File: config.mk
export PLATFORM = sky130hd
export DESIGN_NAME = pulse_generator
export DESIGN_NICKNAME = d
export VERILOG_FILES = /design/src/rtl/pulse_generator.sv
export SDC_FILE = /design/constraint.sdc
export NUM_CORES = 1
export LEC_CHECK = 0
export BUFFER_PORTS_ARGS = -buffer_cell sky130_fd_sc_hd__buf_2
export CORE_MARGIN = 2
export CORE_UTILIZATION = 55
export CTS_CLUSTER_DIAMETER = 60
export CTS_CLUSTER_SIZE = 28
export DETAILED_ROUTE_END_ITERATION = 10
export PLACE_DENSITY = 0.74
export RECOVER_POWER = 25
export SLEW_MARGIN = 15
export SYNTH_ARGS = -nofsm -noshare
export SYNTH_HDL_FRONTEND = slang
export SYNTH_SLANG_ARGS = --single-unit
File: constraint.sdc
create_clock -name clk -period 3.95 [get_ports clk]
set_clock_uncertainty 0.1 [all_clocks]
set_input_delay 0.395 -clock clk [delete_from_list [all_inputs] [get_ports clk]]
set_output_delay 0.395 -clock clk [all_outputs]
set_load 0.05 [all_outputs]
File: src/rtl/pulse_generator.sv
// pulse_generator: programmable pulse train source with bounded/continuous count and graceful stop.
// Optional build macro PGEN_JITTER_EN adds LFSR jitter (0..7 cycles) to every LOW phase.
module pulse_generator #(
    parameter int PERIOD_W = 24,
    parameter int WIDTH_W  = 16
) (
    input  logic                clk,
    input  logic                rst_n,
    input  logic                start,
    input  logic                stop,
    input  logic [PERIOD_W-1:0] period,
    input  logic [WIDTH_W-1:0]  width,
    input  logic [3:0]          num,
    output logic                pulse,
    output logic                busy,
    output logic                done,
    output logic                aborted,
    output logic [3:0]          emitted
);
    localparam int W = (PERIOD_W > WIDTH_W) ? PERIOD_W : WIDTH_W;
`ifdef PGEN_JITTER_EN
    localparam int CW = W + 1;
    localparam logic [15:0] SEED = 16'hACE1;
`else
    localparam int CW = W;
`endif

    typedef enum logic [1:0] {S_IDLE, S_HIGH, S_LOW, S_FIN} state_t;

    state_t          r_state, w_next;
    logic [CW-1:0]   r_cnt, w_lo_load;
    logic [W-1:0]    r_hi_m1, r_lo_m1;
    logic [W-1:0]    w_per, w_wid, w_eff_per, w_eff_wid;
    logic [3:0]      r_rem, r_emitted;
    logic            r_cont, r_stop_req, r_pulse, r_busy, r_done, r_aborted;
    logic            w_accept, w_abort, w_cnt_zero;

    assign w_per      = W'(period);
    assign w_wid      = W'(width);
    assign w_eff_per  = (w_per < W'(2)) ? W'(2) : w_per;
    assign w_eff_wid  = (w_wid == '0) ? W'(1) : (w_wid >= w_eff_per) ? w_eff_per - W'(1) : w_wid;
    assign w_cnt_zero = (r_cnt == '0);

`ifdef PGEN_JITTER_EN
    logic [15:0] r_lfsr;

    function automatic logic [15:0] lfsr_step(input logic [15:0] l);
        return {l[14:0], l[15] ^ l[13] ^ l[12] ^ l[10]};
    endfunction

    assign w_lo_load = CW'(r_lo_m1) + CW'(r_lfsr[2:0]);

    // The LFSR advances on every HIGH entry, including the first one at start.
    always_ff @(posedge clk or negedge rst_n) begin
        if (!rst_n)
            r_lfsr <= SEED;
        else if (w_accept)
            r_lfsr <= lfsr_step(SEED);
        else if (r_state == S_LOW && w_next == S_HIGH)
            r_lfsr <= lfsr_step(r_lfsr);
    end
`else
    assign w_lo_load = CW'(r_lo_m1);
`endif

    always_comb begin
        w_next   = r_state;
        w_accept = 1'b0;
        w_abort  = 1'b0;
        case (r_state)
            S_IDLE: begin
                w_accept = start && !stop;
                w_next   = w_accept ? S_HIGH : S_IDLE;
            end
            S_HIGH: begin
                w_abort = w_cnt_zero && (stop || r_stop_req);
                w_next  = !w_cnt_zero ? S_HIGH : w_abort ? S_FIN : S_LOW;
            end
            S_LOW: begin
                w_abort = stop;
                w_next  = stop ? S_FIN : !w_cnt_zero ? S_LOW : (!r_cont && r_rem == 4'd0) ? S_FIN : S_HIGH;
            end
            default: w_next = S_IDLE;
        endcase
    end

    always_ff @(posedge clk or negedge rst_n) begin
        if (!rst_n) begin
            r_state    <= S_IDLE;
            r_cnt      <= '0;
            r_hi_m1    <= '0;
            r_lo_m1    <= '0;
            r_rem      <= '0;
            r_cont     <= 1'b0;
            r_stop_req <= 1'b0;
            r_pulse    <= 1'b0;
            r_busy     <= 1'b0;
            r_done     <= 1'b0;
            r_aborted  <= 1'b0;
            r_emitted  <= '0;
        end else begin
            r_state <= w_next;
            r_pulse <= (r_state == S_HIGH);
            r_done  <= (r_state == S_FIN);
            r_busy  <= (w_next == S_HIGH) || (w_next == S_LOW);
            if (r_state == S_HIGH && !r_pulse)
                r_emitted <= r_emitted + 4'd1;
            if (w_abort)
                r_aborted <= 1'b1;
            // A stop seen mid-HIGH is remembered so the pulse still completes at full width.
            if (r_state == S_HIGH && stop)
                r_stop_req <= 1'b1;
            if (r_state == S_HIGH && w_next == S_LOW)
                r_cnt <= w_lo_load;
            else if (r_state == S_LOW && w_next == S_HIGH) begin
                r_cnt <= CW'(r_hi_m1);
                r_rem <= r_rem - 4'd1;
            end else if (!w_cnt_zero)
                r_cnt <= r_cnt - CW'(1);
            if (w_accept) begin
                r_hi_m1    <= w_eff_wid - W'(1);
                r_lo_m1    <= w_eff_per - w_eff_wid - W'(1);
                r_cnt      <= CW'(w_eff_wid - W'(1));
                r_rem      <= num - 4'd1;
                r_cont     <= (num == 4'd0);
                r_stop_req <= 1'b0;
                r_aborted  <= 1'b0;
                r_emitted  <= '0;
            end
        end
    end

    assign pulse   = r_pulse;
    assign busy    = r_busy;
    assign done    = r_done;
    assign aborted = r_aborted;
    assign emitted = r_emitted;
endmodule

==> results of run 1 <==
[cells in the mapped netlist, drive strengths merged (3+ instances only)]
library cell,number
nand2,95
dfrtp,88
nor2,76
o21ai,65
a21oi,57
clkbuf,54
ha,50
a211oi,41
nor3,40
inv,36
xor2,34
xnor2,32
nand3,22
a21o,13
and3,13
nand4,12
nor4,10
a31oi,9
and2,7
buf,6
mux2i,6
o211ai,6
or2,6
or3,6
or4,6
nand3b,5
a211o,4
nor2b,4
o31ai,4
a221o,3
a221oi,3
a311oi,3
nand2b,3
o21a,3
o22ai,3
o31a,3
[worst register-to-register path, cell delays in order (launching register included)]
cell and delay, ns:
dfrtp_1 0.41, inv_1 0.09, ha_1 0.22, nor2b_1 0.23, nand4_1 0.20, nor2_2 0.22
nand3b_1 0.27, nor3_2 0.19, a21oi_1 0.06, o22ai_1 0.14, a21o_1 0.15, inv_1 0.06
ha_1 0.22, nand2_2 0.12, buf_12 0.19, nor2_1 0.06, a2111oi_0 0.45, a31oi_1 0.07
o21ai_0 0.19
[per-stage QoR]
step                      setup WS [ns]  util (%)  hold WS, ns  cells
after CTS                        -0.745      77.5       0.0623   1251
after detailed placement          -1.27      70.9        0.358   1212
after floorplan                   -1.07         -    -0.000591    860
after global placement            -1.10      70.9        0.356   1212
final                             -1.09      81.5        0.247   1273
after global routing              -1.22      81.5        0.274   1273
[final timing paths]
check	start	endpoint	slack [ns]	cells after the start
max	period[4]	r_lo_m1[21]$_DFFE_PN0P_	-1.09	24
min	num[0]	r_rem[0]$_DFFE_PN0P_	0.25	3
max reg2reg	r_cnt[0]$_DFFE_PN0P_	r_cnt[21]$_DFFE_PN0P_	0.22	18
min reg2reg	r_hi_m1[3]$_DFFE_PN0P_	r_hi_m1[3]$_DFFE_PN0P_	0.37	2
max in group asynchronous	rst_n	r_cnt[11]$_DFFE_PN0P_	2.30	2
min in group asynchronous	rst_n	emitted[3]$_DFFE_PN0P_	0.34	1
[routing by layer]
metal / share of wire [%] / GRT usage, %
met3: 5.4 / 4.98
met1: 40 / 40.8
met2: 50 / 56.4
met5: 0 / 0
met4: 3.7 / 12.1
[cells by family after synthesis]
kind of cell	Yosys count
compound gates	235
buf+inv	96
other cells	1
fa+ha+maj	51
flops	88
xor+xnor	66
simple gates	314
mux	7
[flip-flops by register name (all words and copies together), names as in the netlist, 2 cells and up]
register / flops
r_cnt: 24
r_rem: 4
emitted: 4
r_hi_m1: 24
r_state: 2
r_lo_m1: 24
[final cells by class]
| class | count | share of cell area [%] |
|---|---|---|
| multi-input combinational | 676 | 50.4 |
| sequential | 88 | 21.7 |
| timing repair buffer | 285 | 21.2 |
| clock buffer | 10 | 2.35 |
| tap | 172 | 2.12 |
| inverter | 36 | 1.33 |
| clock inverter | 6 | 0.900 |
[layout by cell type, fill, tap and decap left out, drive strengths merged, types with 5 or more instances in the layout]
master    n
buf     284
nand2    95
dfrtp    88
nor2     76
o21ai    65
a21oi    57
ha       50
a211oi   41
nor3     40
inv      37
xor2     34
xnor2    32
nand3    22
a21o     13
and3     13
nand4    12
clkbuf   11
nor4     10
a31oi     9
and2      7
o211ai    6
or3       6
or2       6
or4       6
mux2i     6
nand3b    5
[power by group through the flow]
stage	logic (mW)	registers [mW]	clock network (mW)
final	1.66	1.56	0.927
after global routing	1.82	1.60	0.968
after global placement	1.40	1.53	0
after CTS	1.54	1.55	0.936
after detailed placement	1.45	1.56	0
after floorplan	0.947	1.55	0
[timing repair]
action                                  4_1_cts  5_1_grt
resized for setup                            67       68
endpoints found under the setup margin       44       60
buffers inserted                             23       24
cloned                                        1        0
pin swaps                                    36       54
==> metrics.md, run 1 <==
| Metric | Value |
|---|---|
| Flip-flop and latch area | `2200 um2` |
| H-tree depth | `3` |
| # rows | `41` |
| Fillcell total | `789` |
| Startpoint Class | `input port` |
| # port buffers | `55` |
| Fin area | `10200 um2` |
| Via/cell ratio | `6.01` |
| Number of hold buffers added after cts | `0` |
| Synth Area in Adders | `9.31%` |
| Deepest clock path buffer count | `2` |
| DP HPWL | `15700 um` |
| Synth area leader | `dfrtp_1` |
| Final hold vios | `0` |
| Initial antenna violation count | `0` |
| # DRC | `0` |
| Core outline area | `12500 um2` |
| Fin. max-slew vios | `65` |
| Synth Area in Compound Gates | `21.7%` |
| Worst setup margin | `-1.09 ns` |
| Unrepaired setup endpoints after global routing | `true` |
| GR Overflow Total | `0` |
| Net switching power | `1.55 mW` |
| Root buffer cell | `clkbuf_16` |
| Clk pwr share | `22.3%` |
| Post-DRT Antenna Nets | `0` |
| Fin crit share | `128%` |
| Slew HR | `-3.62%` |
| Async set-reset flop share out of synthesis | `100%` |
| Post-Syn Instances | `858` |
| Area contributors post-synth | `dfrtp_1 32%, ha_1 9.0%, nand2_1 5.1%` |
| CTS tree | `built` |
| Part of the power in registers | `37.6%` |
| Synth warn | `0` |
| Hold Crit Class | `in -> reg` |
| Post-route total power | `4.16 mW` |
| P&R area growth vs syn | `46.4%` |
| Clock sink count | `88` |
| Seq/Total Area, Yosys | `31.8%` |
| Gr usage total | `32.4%` |
| # diodes | `0` |
| CP Capture Type | `flop` |
| Slowest-stage cell, CP | `a221o_1` |
| Crit-path max FO | `6` |
| Part of the power in combinational logic | `40.1%` |
| Pin count of the biggest net entering global routing | `94` |
| Synthesis-stage register bit count | `88` |
| Worst Path Arrival | `5.14 ns` |
| Crit Path Class | `in -> reg` |
| Clock transition at the registers of the reported paths | `0.07 ns` |
| DIE AREA | `13500 um2` |
| Multi-input logic area | `5120 um2` |
| Dpl cell area | `8830 um2` |
| Starting density of the core | `55.6%` |
| Failing checks | `max-capacitance violations, max-slew violations, negative setup slack` |
| Final worst path period need | `5.04 ns` |
| Share of layout cells above drive strength 1 | `38.7%` |
| Slew of the pin with the lowest slew margin | `1.55 ns` |
| Dominant combinational cell family by area after synthesis | `simple AND/OR/NAND/NOR gates` |
| RD Place Congestion | `0.948` |
| CP Buf/Inv Count | `4` |
| Fmax | `198 MHz` |
| Final setup vio count | `38` |
| Synth Area in Simple Gates | `22.6%` |
| # IOs | `56` |
| Worst VDD drop | `247 uV` |
| CTS Buf Count | `9` |
| Drt first pass iters | `7` |
| Synth Area in XOR/XNOR | `8.34%` |
| Die span in x | `116 um` |
| Switching Fraction | `37.4%` |
| Internal power | `2.60 mW` |
| Mux contribution to synthesized area | `1.03%` |
| DRT Wirelength | `23700 um` |
| Max_cap viols | `1` |
| Drt wl/cell | `18.6 um` |
| Distinct cell type count after synthesis | `64` |
| Setup TNS | `-20.08 ns` |
| Worst-path cell chain | `buf_6 > nor4_4 > and3_4 > nand3_4 > o21ai_4 > inv_2 > ha_4 > nor2b_4 > o21ai_2 > a221oi_2 > o211ai_1 > nand2_2 > buf_6 > o31a_1 > ha_4 > a211o_1 > a211oi_4 > o21ai_2 > a21o_1 > a221o_1 > a211oi_4 > buf_4 > xor2_2 > o21ai_1` |
| Die Y | `116 um` |
| Routed via count | `7647` |
| Crit-path max cell delay | `0.38 ns` |
| Nets | `1195` |
| Post-synth top flop | `dfrtp_1` |
| Top cell type's share of synthesized area | `31.8%` |
| PwrDens | `409 nW/um2` |
| Latest clock arrival within the worst-skew pair | `0.34 ns` |
| CP top delay family | `compound AO/OA/AOI/OAI gates` |
| First-pass GRT wire length | `34800 um` |
| Post-synthesis average cell area | `8.08 um2` |
| Vias in the first global route | `7308` |
| Post-synth EDFFs | `0` |
| Cell Area, Synth | `6930 um2` |
| Status | `finished with violations` |
| Leak pwr | `4.68 nW` |
| DRT iter0 DRCs | `646` |
| Worst EP required | `4.05 ns` |
No activity file was read; power rests on OpenSTA's default activity.
==> run 2, diff against run 1 <==
--- a/config.mk
+++ b/config.mk
@@ -6,12 +6,14 @@
 export NUM_CORES = 1
 export LEC_CHECK = 0
 export BUFFER_PORTS_ARGS = -buffer_cell sky130_fd_sc_hd__buf_2
+export CELL_PAD_IN_SITES_DETAIL_PLACEMENT = 1
+export CELL_PAD_IN_SITES_GLOBAL_PLACEMENT = 2
 export CORE_MARGIN = 2
-export CORE_UTILIZATION = 55
+export CORE_UTILIZATION = 37
 export CTS_CLUSTER_DIAMETER = 60
 export CTS_CLUSTER_SIZE = 28
 export DETAILED_ROUTE_END_ITERATION = 10
-export PLACE_DENSITY = 0.74
+export PLACE_DENSITY_LB_ADDON = 0.1
 export RECOVER_POWER = 25
 export SLEW_MARGIN = 15
 export SYNTH_ARGS = -nofsm -noshare
==> run 2 against run 1 <==
Effect of this change: the run still ends with max-capacitance violations, max-slew violations, negative setup slack left; register-to-register slack better by 0.10 ns; maximum frequency rose by 0.80%; clock power down 5.2%; power grew 0.78%; sequential share of layout area shrank 0.57 points; global-route usage decreased by 7.9 points; hold slack better by 0.013 ns; critical path type unchanged; largest power group unchanged; highest routed layer unchanged.
==> metrics.md, run 2 (synthesis results as in run 1) <==
| Metric | Value |
|---|---|
| GR Overflow Total | `0` |
| Fillcell total | `2160` |
| Slowest-stage cell, CP | `or3_4` |
| CP Capture Type | `flop` |
| Slew HR | `-31.3%` |
| Worst Hold Launch | `num[0]` |
| Unrepaired setup endpoints after global routing | `true` |
| P&R area growth vs syn | `50.4%` |
| Crit Path Class | `in -> reg` |
| Drt first pass iters | `4` |
| Number of hold buffers added after cts | `0` |
| Root buffer cell | `clkbuf_16` |
| Cells after DPL | `1275` |
| DP HPWL | `18400 um` |
| H-tree depth | `3` |
| DRT Wirelength | `25500 um` |
| Crit path from | `period[20]` |
| Nets | `1192` |
| Post-layout util | `56.3%` |
| Most common cell after layout, fill and taps aside | `buf_4` |
| Deepest clock path buffer count | `2` |
| CTS Buf Count | `9` |
| Failing checks | `max-capacitance violations, max-slew violations, negative setup slack` |
| Hold Crit Class | `in -> reg` |
| RD Place Congestion | `0.929` |
| # port buffers | `55` |
| Startpoint Class | `input port` |
| Post-route total power | `4.19 mW` |
| Die Y | `141 um` |
| Core outline area | `18500 um2` |
| Initial antenna violation count | `0` |
| CTS tree | `built` |
| DIE AREA | `19900 um2` |
| Biggest registers after layout | `r_cnt: 24 flops, r_hi_m1: 24 flops, r_lo_m1: 24 flops` |
| Starting density of the core | `37.4%` |
| Final hold vios | `0` |
| Vias in the first global route | `7697` |
| Share of layout cells above drive strength 1 | `39.9%` |
| Drt wl/cell | `19.2 um` |
| Die span in x | `141 um` |
| Fin crit share | `127%` |
| Final setup vio count | `37` |
| Slew of the pin with the lowest slew margin | `1.97 ns` |
| Most frequent cells in the layout | `204 x buf_4, 89 x nand2_1, 88 x dfrtp_1, 67 x nor2_1, 50 x buf_2` |
| Routed via count | `7348` |
| Status | `finished with violations` |
| Fmax | `200 MHz` |
| Pin count of the biggest net entering global routing | `94` |
| Final worst path period need | `5.00 ns` |
| Gr usage total | `24.5%` |
| # diodes | `0` |
| Flip-flop and latch area | `2200 um2` |
| # rows | `50` |
| # IOs | `56` |
| Worst VDD drop | `229 uV` |
| PwrDens | `402 nW/um2` |
| FF-to-FF Start | `r_cnt[0]$_DFFE_PN0P_` |
| Max_cap viols | `1` |
| Latest clock arrival within the worst-skew pair | `0.34 ns` |
| Multi-input logic area | `5320 um2` |
| Setup TNS | `-19.23 ns` |
| Crit-path max cell delay | `0.40 ns` |
| Worst setup margin | `-1.05 ns` |
| Non-Filler Instances | `1332` |
| Clock transition at the registers of the reported paths | `0.07 ns` |
| Fin. max-slew vios | `77` |
| Crit-path max FO | `4` |
| Leak pwr | `4.72 nW` |
| Clock sink count | `88` |
| First-pass GRT wire length | `39500 um` |
| DRT iter0 DRCs | `220` |
| Post-DRT Antenna Nets | `0` |
| # DRC | `0` |
| Worst Path Arrival | `5.09 ns` |
| Worst EP required | `4.04 ns` |
| Via/cell ratio | `5.52` |
| Hold Slack | `0.260 ns` |
[run 2: cell types whose count changed in the layout (fill, tap and decap cells not counted), sizes merged]
cell	previous run	this run
clkinvlp	3	2
clkbuf	11	12
bufinv	2	1
buf	284	280
clkinv	0	2
[run 2: what timing repair did]
action | in CTS | in global routing
pin swaps | 54 | 69
buffers inserted | 21 | 24
setup endpoints to repair | 57 | 68
hold endpoints to repair | 0 | 0
resized for setup | 67 | 116
cloned | 0 | 1
[run 2: layer usage]
metal / share of wire [%] / GRT usage, %
met1: 45 / 32.0
met2: 51 / 44.1
met3: 1.7 / 1.66
met4: 2.3 / 6.32
met5: 0 / 0
[run 2: cell type report]
cell class | count | area share, %
Clock buffer | 10 | 2.29
Clock inverter | 6 | 0.648
Inverter | 36 | 1.32
Multi-Input combinational cell | 676 | 51.0
Sequential cell | 88 | 21.1
Tap cell | 234 | 2.81
Timing Repair Buffer | 282 | 20.8
[run 2: worst paths after layout]
check                                          end  slack [ns]  cells past startpoint
max in group asynchronous  r_hi_m1[20]$_DFFE_PN0P_        2.08                      1
setup / recovery           r_lo_m1[21]$_DFFE_PN0P_       -1.05                     25
hold reg to reg            r_hi_m1[12]$_DFFE_PN0P_        0.37                      2
min in group asynchronous   emitted[2]$_DFFE_PN0P_        0.51                      1
setup reg to reg             r_cnt[18]$_DFFE_PN0P_        0.32                     19
hold / removal                  r_cont$_DFFE_PN0P_        0.26                      3
[run 2: power breakdown]
part / internal [mW] / leakage, nW / switching, mW
clock: 0.510 / 0.145 / 0.369
sequential: 1.27 / 1.08 / 0.297
combinational: 0.799 / 3.49 / 0.942
total: 2.58 / 4.72 / 1.61
[run 2: stage by stage]
stage,cell area (um2),setup WS (ns)
after CTS,9710,-0.907
after detailed placement,8920,-1.50
after floorplan,7160,-1.07
after global routing,10400,-1.27
after global placement,8920,-1.27
final,10400,-1.05
[run 2: worst max-delay path: cells and delay by family]
kind            cells  cell delay [ns]
compound gates     11             2.16
xor+xnor            1             0.22
fa+ha+maj           2             0.41
buf+inv             4             0.45
simple gates        7             1.44
